--- config.mk ---
export PLATFORM = sky130hd
export DESIGN_NAME = sgm_sequencer
export DESIGN_NICKNAME = d
export VERILOG_FILES = /design/src/rtl/sgm_pkg.sv /design/src/rtl/sync_delay_line.sv /design/src/rtl/sgm_sequencer.sv
export SDC_FILE = /design/constraint.sdc
export NUM_CORES = 1
export LEC_CHECK = 0
export CELL_PAD_IN_SITES_DETAIL_PLACEMENT = 2
export CELL_PAD_IN_SITES_GLOBAL_PLACEMENT = 2
export CORE_MARGIN = 8
export CORE_UTILIZATION = 31
export CTS_BUF_LIST = sky130_fd_sc_hd__clkbuf_4
export DETAILED_ROUTE_END_ITERATION = 8
export GPL_TIMING_DRIVEN = 1
export PLACE_DENSITY_LB_ADDON = 0.2
export SLEW_MARGIN = 30
export SYNTH_ARGS = -nofsm -noshare
export SYNTH_HDL_FRONTEND = slang
export SYNTH_SLANG_ARGS = --single-unit
--- constraint.sdc ---
create_clock -name clk -period 4.06 [get_ports clk]
set_input_delay 0.812 -clock clk [delete_from_list [all_inputs] [get_ports clk]]
set_output_delay 0.812 -clock clk [all_outputs]
set_load 0.02 [all_outputs]
--- src/rtl/sgm_pkg.sv ---
`default_nettype none
// ============================================================================
// Module      : sgm_pkg
// Description : Shared FSM encodings, penalty defaults and width helper
//               for the SGM sequencer slice.
// Revision    : 1.0 - initial release
// ============================================================================
package sgm_pkg;

    localparam logic [1:0] c_st_idle   = 2'd0;
    localparam logic [1:0] c_st_vblank = 2'd1;
    localparam logic [1:0] c_st_line   = 2'd2;
    localparam logic [1:0] c_st_hblank = 2'd3;

    localparam logic [7:0] P1_DEFAULT = 8'd15;
    localparam logic [7:0] P2_DEFAULT = 8'd100;

    function automatic int clog2(input int value);
        int result;
        int remain;
        result = 0;
        remain = value - 1;
        while (remain > 0) begin
            result = result + 1;
            remain = remain >> 1;
        end
        return result;
    endfunction

endpackage
`default_nettype wire

--- src/rtl/sync_delay_line.sv ---
`default_nettype none
// ============================================================================
// Module      : sync_delay_line
// Description : DEPTH-stage shift register with synchronous active-high reset.
// Revision    : 1.0 - initial release
// ============================================================================
module sync_delay_line #(
    parameter int WIDTH = 1,
    parameter int DEPTH = 1
) (
    input  logic             clk,
    input  logic             rst,
    input  logic [WIDTH-1:0] i_data,
    output logic [WIDTH-1:0] o_data
);

    logic [WIDTH-1:0] r_stage [DEPTH];

    always_ff @(posedge clk) begin
        if (rst) begin
            for (int i = 0; i < DEPTH; i++) begin
                r_stage[i] <= '0;
            end
        end else begin
            r_stage[0] <= i_data;
            for (int i = 1; i < DEPTH; i++) begin
                r_stage[i] <= r_stage[i-1];
            end
        end
    end

    assign o_data = r_stage[DEPTH-1];

endmodule
`default_nettype wire

--- src/rtl/sgm_sequencer.sv ---
`default_nettype none
// ============================================================================
// Module      : sgm_sequencer
// Description : Frame/line sequencer for SGM path costs: pixel coordinates,
//               path-start strobes, frame-synchronous penalty update.
// Revision    : 1.0 - initial release
// ============================================================================
module sgm_sequencer
    import sgm_pkg::*;
#(
    parameter int         ROW_WIDTH  = 10,
    parameter int         COL_WIDTH  = 11,
    parameter int         START_COL  = 400,
    parameter int         PIPE_DELAY = 1,
    parameter logic [7:0] P1_DEFAULT = sgm_pkg::P1_DEFAULT,
    parameter logic [7:0] P2_DEFAULT = sgm_pkg::P2_DEFAULT
) (
    input  logic                 clk,
    input  logic                 rst,
    input  logic                 de_in,
    input  logic                 h_sync_in,
    input  logic                 v_sync_in,
    input  logic [7:0]           cfg_p1,
    input  logic [7:0]           cfg_p2,
    input  logic                 cfg_valid,
    output logic                 cfg_ready,
    output logic [7:0]           p1_out,
    output logic [7:0]           p2_out,
    output logic [ROW_WIDTH-1:0] row_out,
    output logic [COL_WIDTH-1:0] col_out,
    output logic                 path_begin_h,
    output logic                 path_begin_v,
    output logic                 de_out,
    output logic                 h_sync_out,
    output logic                 v_sync_out,
    output logic [1:0]           state_out
);

    localparam logic [COL_WIDTH-1:0] c_start_col = COL_WIDTH'(START_COL);
    localparam logic [COL_WIDTH-1:0] c_col_max   = '1;
    localparam logic [ROW_WIDTH-1:0] c_row_max   = '1;

    logic [1:0]           r_state;
    logic [1:0]           w_state_next;
    logic                 r_vs_prev;
    logic [ROW_WIDTH-1:0] r_row;
    logic [COL_WIDTH-1:0] r_col;
    logic                 r_pend;
    logic [7:0]           r_pend_p1;
    logic [7:0]           r_pend_p2;
    logic [7:0]           r_p1;
    logic [7:0]           r_p2;
    logic [2:0]           w_dly;

    logic w_vs_rise;
    logic w_active;
    logic w_line_end;
    logic w_handshake;

    assign w_vs_rise   = v_sync_in & ~r_vs_prev;
    assign w_active    = (r_state != c_st_idle);
    assign w_line_end  = (r_state == c_st_line) & ~de_in & ~w_vs_rise;
    assign w_handshake = cfg_valid & cfg_ready;

    always_ff @(posedge clk) begin
        if (rst) begin
            r_state <= c_st_idle;
        end else begin
            r_state <= w_state_next;
        end
    end

    // A frame start overrides any de_in-driven transition.
    always_comb begin
        w_state_next = r_state;
        if (w_vs_rise) begin
            w_state_next = c_st_vblank;
        end else begin
            case (r_state)
                c_st_vblank, c_st_hblank: if (de_in)  w_state_next = c_st_line;
                c_st_line:                if (!de_in) w_state_next = c_st_hblank;
                default:                  w_state_next = r_state;
            endcase
        end
    end

    always_comb begin
        cfg_ready    = ~rst & ~r_pend;
        path_begin_h = ~rst & w_active & de_in & (r_col == c_start_col);
        path_begin_v = ~rst & w_active & de_in & (r_row == '0) & (r_col >= c_start_col);
        de_out       = ~rst & w_dly[0];
        h_sync_out   = ~rst & w_dly[1];
        v_sync_out   = ~rst & w_dly[2];
        state_out    = r_state;
    end

    always_ff @(posedge clk) begin
        if (rst) begin
            r_vs_prev <= 1'b0;
            r_row     <= '0;
            r_col     <= '0;
        end else begin
            r_vs_prev <= v_sync_in;
            // col tracks the pixel on the bus: zero on the first active cycle.
            if (w_active && de_in) begin
                if (r_col != c_col_max) r_col <= r_col + 1'b1;
            end else begin
                r_col <= '0;
            end
            if (w_vs_rise) begin
                r_row <= '0;
            end else if (w_line_end && (r_row != c_row_max)) begin
                r_row <= r_row + 1'b1;
            end
        end
    end

    // Handshake needs an empty slot, so it never collides with an apply.
    always_ff @(posedge clk) begin
        if (rst) begin
            r_pend    <= 1'b0;
            r_pend_p1 <= '0;
            r_pend_p2 <= '0;
            r_p1      <= P1_DEFAULT;
            r_p2      <= P2_DEFAULT;
        end else if (w_handshake) begin
            r_pend    <= 1'b1;
            r_pend_p1 <= cfg_p1;
            r_pend_p2 <= cfg_p2;
        end else if (w_vs_rise && r_pend) begin
            r_pend <= 1'b0;
            r_p1   <= r_pend_p1;
            r_p2   <= r_pend_p2;
        end
    end

    assign p1_out  = r_p1;
    assign p2_out  = r_p2;
    assign row_out = r_row;
    assign col_out = r_col;

    sync_delay_line #(
        .WIDTH (3),
        .DEPTH (PIPE_DELAY)
    ) u_timing_dly (
        .clk    (clk),
        .rst    (rst),
        .i_data ({v_sync_in, h_sync_in, de_in}),
        .o_data (w_dly)
    );

endmodule
`default_nettype wire

Word-level counts from Yosys, hierarchy flattened. Memory sizes are Yosys's and may differ from the RTL's. Index checks and enable logic that the tools add are counted.

Add/sub/neg operators: 2. Multipliers: 0. Divide/modulo/power cells: 0. Order comparisons: 1. Eq/ne operators: 10. Shift operators: 0. Mux-type cells: 11. Bitwise logic cells: 20. Reduce and logical (&&, ||, !) cells: 15.

Operators with widths (number): bitwise AND 1 bit (13); adder 11 x 1 -> 11 bit, second input constant (1); == test 11 x 9 -> 1 bit, second input constant (1); greater-or-equal comparator 11 x 9 -> 1 bit, second input constant (1); != test 11 bit, second input constant (1); adder 10 x 1 -> 10 bit, second input constant (1); zero test 10 bit (1); != test 10 bit, second input constant (1); 2-to-1 mux 1 bit (7); NOT 1 bit (7); != test 3 bit, second input constant (2); AND reduction 3 bit (2); nonzero test 2 bit (3); OR reduction 2 bit (3); == test 2 bit, second input constant (2); 2-to-1 mux 2 bit (2); != test 2 bit, second input constant (2); one-hot mux 2 bit (2 select lines) (1); logical AND 1 bit (3); 2-to-1 mux 3 bit (1); nonzero test 3 bit (1); OR reduction 3 bit (1); == test 2 x 1 -> 1 bit, second input constant (1); AND reduction 2 bit (1).

Register bits: 57. Bits in latches: 0. Memory bits (writable): 3. ROM bits: 0. Bits of input ports: 22. Logic and storage cells: 70. Memories: 1.

Memories: u_timing_dly.r_stage (depth 1, width 3, rd ports 1, clocked after memory_dff 0, write ports 1, line sync_delay_line.sv:17) `logic [WIDTH-1:0] r_stage [DEPTH];`.

Longest topological paths before layout.
Word-level depth: 5. Depth in mapped cells: 6.

Modules after synthesis. From an unflattened synthesis, not the netlist that was laid out.

Cell total of the unflattened synthesis: 308. Area, all modules: 2637.5 µm².

By module, submodules not included: sgm_sequencer (times used 1, cells each 302, area an instance 2558.7 µm², seq. area each 1141.1 µm²); sync_delay_line (times used 1, cells each 6, area an instance 78.8 µm², seq. area each 60.1 µm²).

Worst setup path after synthesis. No wires, ideal clock.

Path kind: in2out. From: in de_in. To: out path_begin_h. Arrival: 2.078 ns. Path slack: 1.170 ns. Stages: 4. Path buffers: 1. Cell sequence: nor2b_1 -> o21ai_0 -> clkbuf_1 -> nor4_1.

Longest elaborated chain between the ends: 2.

RTL lines: from (decl) (line sgm_sequencer.sv:20) `input logic de_in,`; bitwise AND 1 bit (2 in a row) (line sgm_sequencer.sv:89) `path_begin_h = ~rst & w_active & de_in & (r_col == c_start_col);`; to (decl) (line sgm_sequencer.sv:31) `output logic path_begin_h,`.

No other way between the ends.

Worst setup path in the final report. Same ends and word-level chain as after synthesis.

==> reports/metrics.cfg <==
[timing]
fin_crit_ns = 3.679
slew_violations = 0
skew_ns = 0.008656
min_period_over_period_pct = 90.63
setup_viol = 0
setup-tns-final_ns = 0
rsz0062_at_grt = no
tightest_slew_ns = 0.6402
setup_ws_ns = 0.3806
maxSlewHeadroom_pct = 57.32
timing.fmax_ghz = 0.2718
hold_viol_final = 0

[final_layout]
final_common_cell = clkdlybuf4s50_1
antenna_cells = 0
nets = 395
final_layout_size_suffix_gt1_share_pct = 7.487
syn_to_final_growth_pct = 36.00
layout_common_cells = 66 x clkdlybuf4s50_1, 61 x nand2_1, 59 x dfxtp_1
stdcell_area_um2 = 3398

[grt]
grt_antenna_before_repair = 0
busiest_layer = met2
grt_max_degree = 42
gr-total-overflow = 0
first_global_vias = 2603
grt_util_met2_pct = 23.95
grt_pass1_wl_um = 13140
grt_use_total_pct = 14.42
grt_use_met1_pct = 17.02
use_met3_pct = 4.080

[floorplanning]
die_height_um = 105.8
design.core.area_um2 = 7767
io_pins = 67
start_util_pct = 32.17
die_x_um = 105.8
fp.dieArea_um2 = 11190
rows = 32

[critical_path]
crit_path_start = de_in
timing.rr.end = col_out[5]
crit_required_ns = 3.25
cp-endpoint = path_begin_h
worstSetupPathType = primary input to primary output
reg2reg_setup_slack_ns = 1.98
endpoint_kind = primary output
rr_startpoint = col_out[1]
cp.arrival_ns = 2.87
r2r_cells = 5
crit_path_start_kind = primary input
cp_max_fo = 6

[synthesis]
synthCells = 301
syn-num-nets = 327
synthAdderAreaFrac_pct = 2.003
synth_mux_area_share_pct = 0.8513
synth_top_family_by_area = simple AND/OR/NAND/NOR gates
synth-compound-area-share_pct = 12.62
synth-seq-area-share_pct = 47.27
ys_types = 40
syn_area_um2 = 2499
synth.ff_latch_count = 59
synth_top_area_share_pct = 47.27
synthXorXnorAreaFrac_pct = 0.7011
yosys.area.top_type = dfxtp_1
ys_warn_count = 0
yosys.area_share.simple_pct = 33.65
yosys-top-cells-area = dfxtp_1 47%, nand2_1 9.2%, nand2b_1 4.5%
synth_area_per_cell_um2 = 8.301

[placement]
port_buffers = 66
dpl.hpwl_um = 5579
post_dp_cell_area_um2 = 3267
gp_congestion = 0.7306
pre_cts_slack_ns = 0.3767

[power]
leakagePower_nw = 1.175
vdd_drop_max_uv = 114.2
finalPower_mw = 1.134
p_per_area_nw_per_um2 = 333.6

[drt]
vias = 2427
totalWireLength_um = 7722
ant_nets = 0
avgRoutedWirePerCell_um = 16.22
drt_iter0_markers = 25
drc = 0
vias_per_cell = 5.099
firstDrtPassIters = 4

[run]
drv_cap = 0

[clock_network]
cts_buffers = 9
ctsResizeCount = 0
clkSinkCount = 59
h-tree-depth = 3
hold_buffers = 0
clock_path_buffers = 2
clock_latency_ns = 0.39
cts_root_buffer = clkbuf_4
cts_tree = built
cts_setup_buffers = 0
clkSlewWorstSetupHoldPaths_ns = 0.10

[worst_hold_path]
holdCritPathClass = flip-flop to flip-flop
worstHoldPathCells = 2

[status]
status = completed

-- per-layer routing --
metal  wire length (um)  vias up
li1                   -     1178
met1               3468     1188
met2               3706       54
met3                455        7
met4                 93        0
met5                  0        -
-- cell families (layout without fill, tap and decap cells) --
group | Yosys count | in the layout
muxes | 2 | 2
adders and majority gates | 4 | 4
and+or+nand+nor | 160 | 160
DFF | 59 | 59
buffers and inverters | 19 | 92
AOI/OAI and AO/OA | 55 | 55
xor gates and xnor gates | 2 | 2
-- stage by stage --
stage          hold slack, ns  utilization [%]  std cells
5_1_grt                0.4822            43.75        476
2_1_floorplan          0.4324                -        301
4_1_cts                0.4668            43.75        476
6_report               0.4599            43.75        476
3_3_place_gp           0.4403            42.06        460
3_5_place_dp           0.4519            42.06        460
-- Yosys cell counts, drive strengths merged --
cell type	n
a211oi	1
inv	6
or4	5
buf	1
and3	3
o31ai	3
mux2i	1
nor3b	4
nand2b	18
nand4	7
or3	2
a31oi	3
nor3	11
xnor2	2
o311a	1
nand2	61
or3b	1
dfxtp	59
nor2b	7
a21o	1
nand3	8
o21a	1
o21ai	20
or4b	1
nor4	6
clkbuf	12
ha	4
and2	3
a21oi	19
o21bai	3
nor2	16
o211ai	2
a41oi	1
nand3b	7
mux2	1
-- worst min path at each step --
stage                 startpoint         to  slack [ns]
finish                 p2_out[1]  p2_out[1]        0.46
global route        r_pend_p2[1]  p2_out[1]        0.48
CTS                    p2_out[1]  p2_out[1]        0.47
detailed placement     p2_out[1]  p2_out[1]        0.45
floorplan           r_pend_p1[4]  p1_out[4]        0.43
global placement    r_pend_p2[3]  p2_out[3]        0.44
-- power breakdown --
group          total [mW]  internal (mW)  switching, mW  leakage, nW
combinational       0.110         0.0534         0.0562        0.620
clock               0.410          0.190          0.220       0.0736
sequential          0.615          0.601         0.0139        0.481
total                1.13          0.844          0.290         1.17
-- cell type report --
class                           count  area, um2
Tap cell                          102      127.6
Clock inverter                      6      56.30
Sequential cell                    59       1181
Fill cell                         878       4369
Inverter                            6      22.52
Timing Repair Buffer               70      690.7
Clock buffer                       10      75.07
Multi-Input combinational cell    223       1245
-- critical path, cell delays in order --
cell and delay (ns):
clkdlybuf4s50_1 0.55, nor2b_1 0.18, o21ai_0 0.18, buf_4 0.20
nor4_1 0.28, clkdlybuf4s50_1 0.66
-- state kept, by name (all words and copies together) (netlist names) --
signal                count
col_out                  11
p1_out                    8
p2_out                    8
r_pend                    1
r_pend_p1                 8
r_pend_p2                 8
r_vs_prev                 1
row_out                  10
state_out                 2
u_timing_dly.r_stage      2
(Power assumes the default switching activity.)
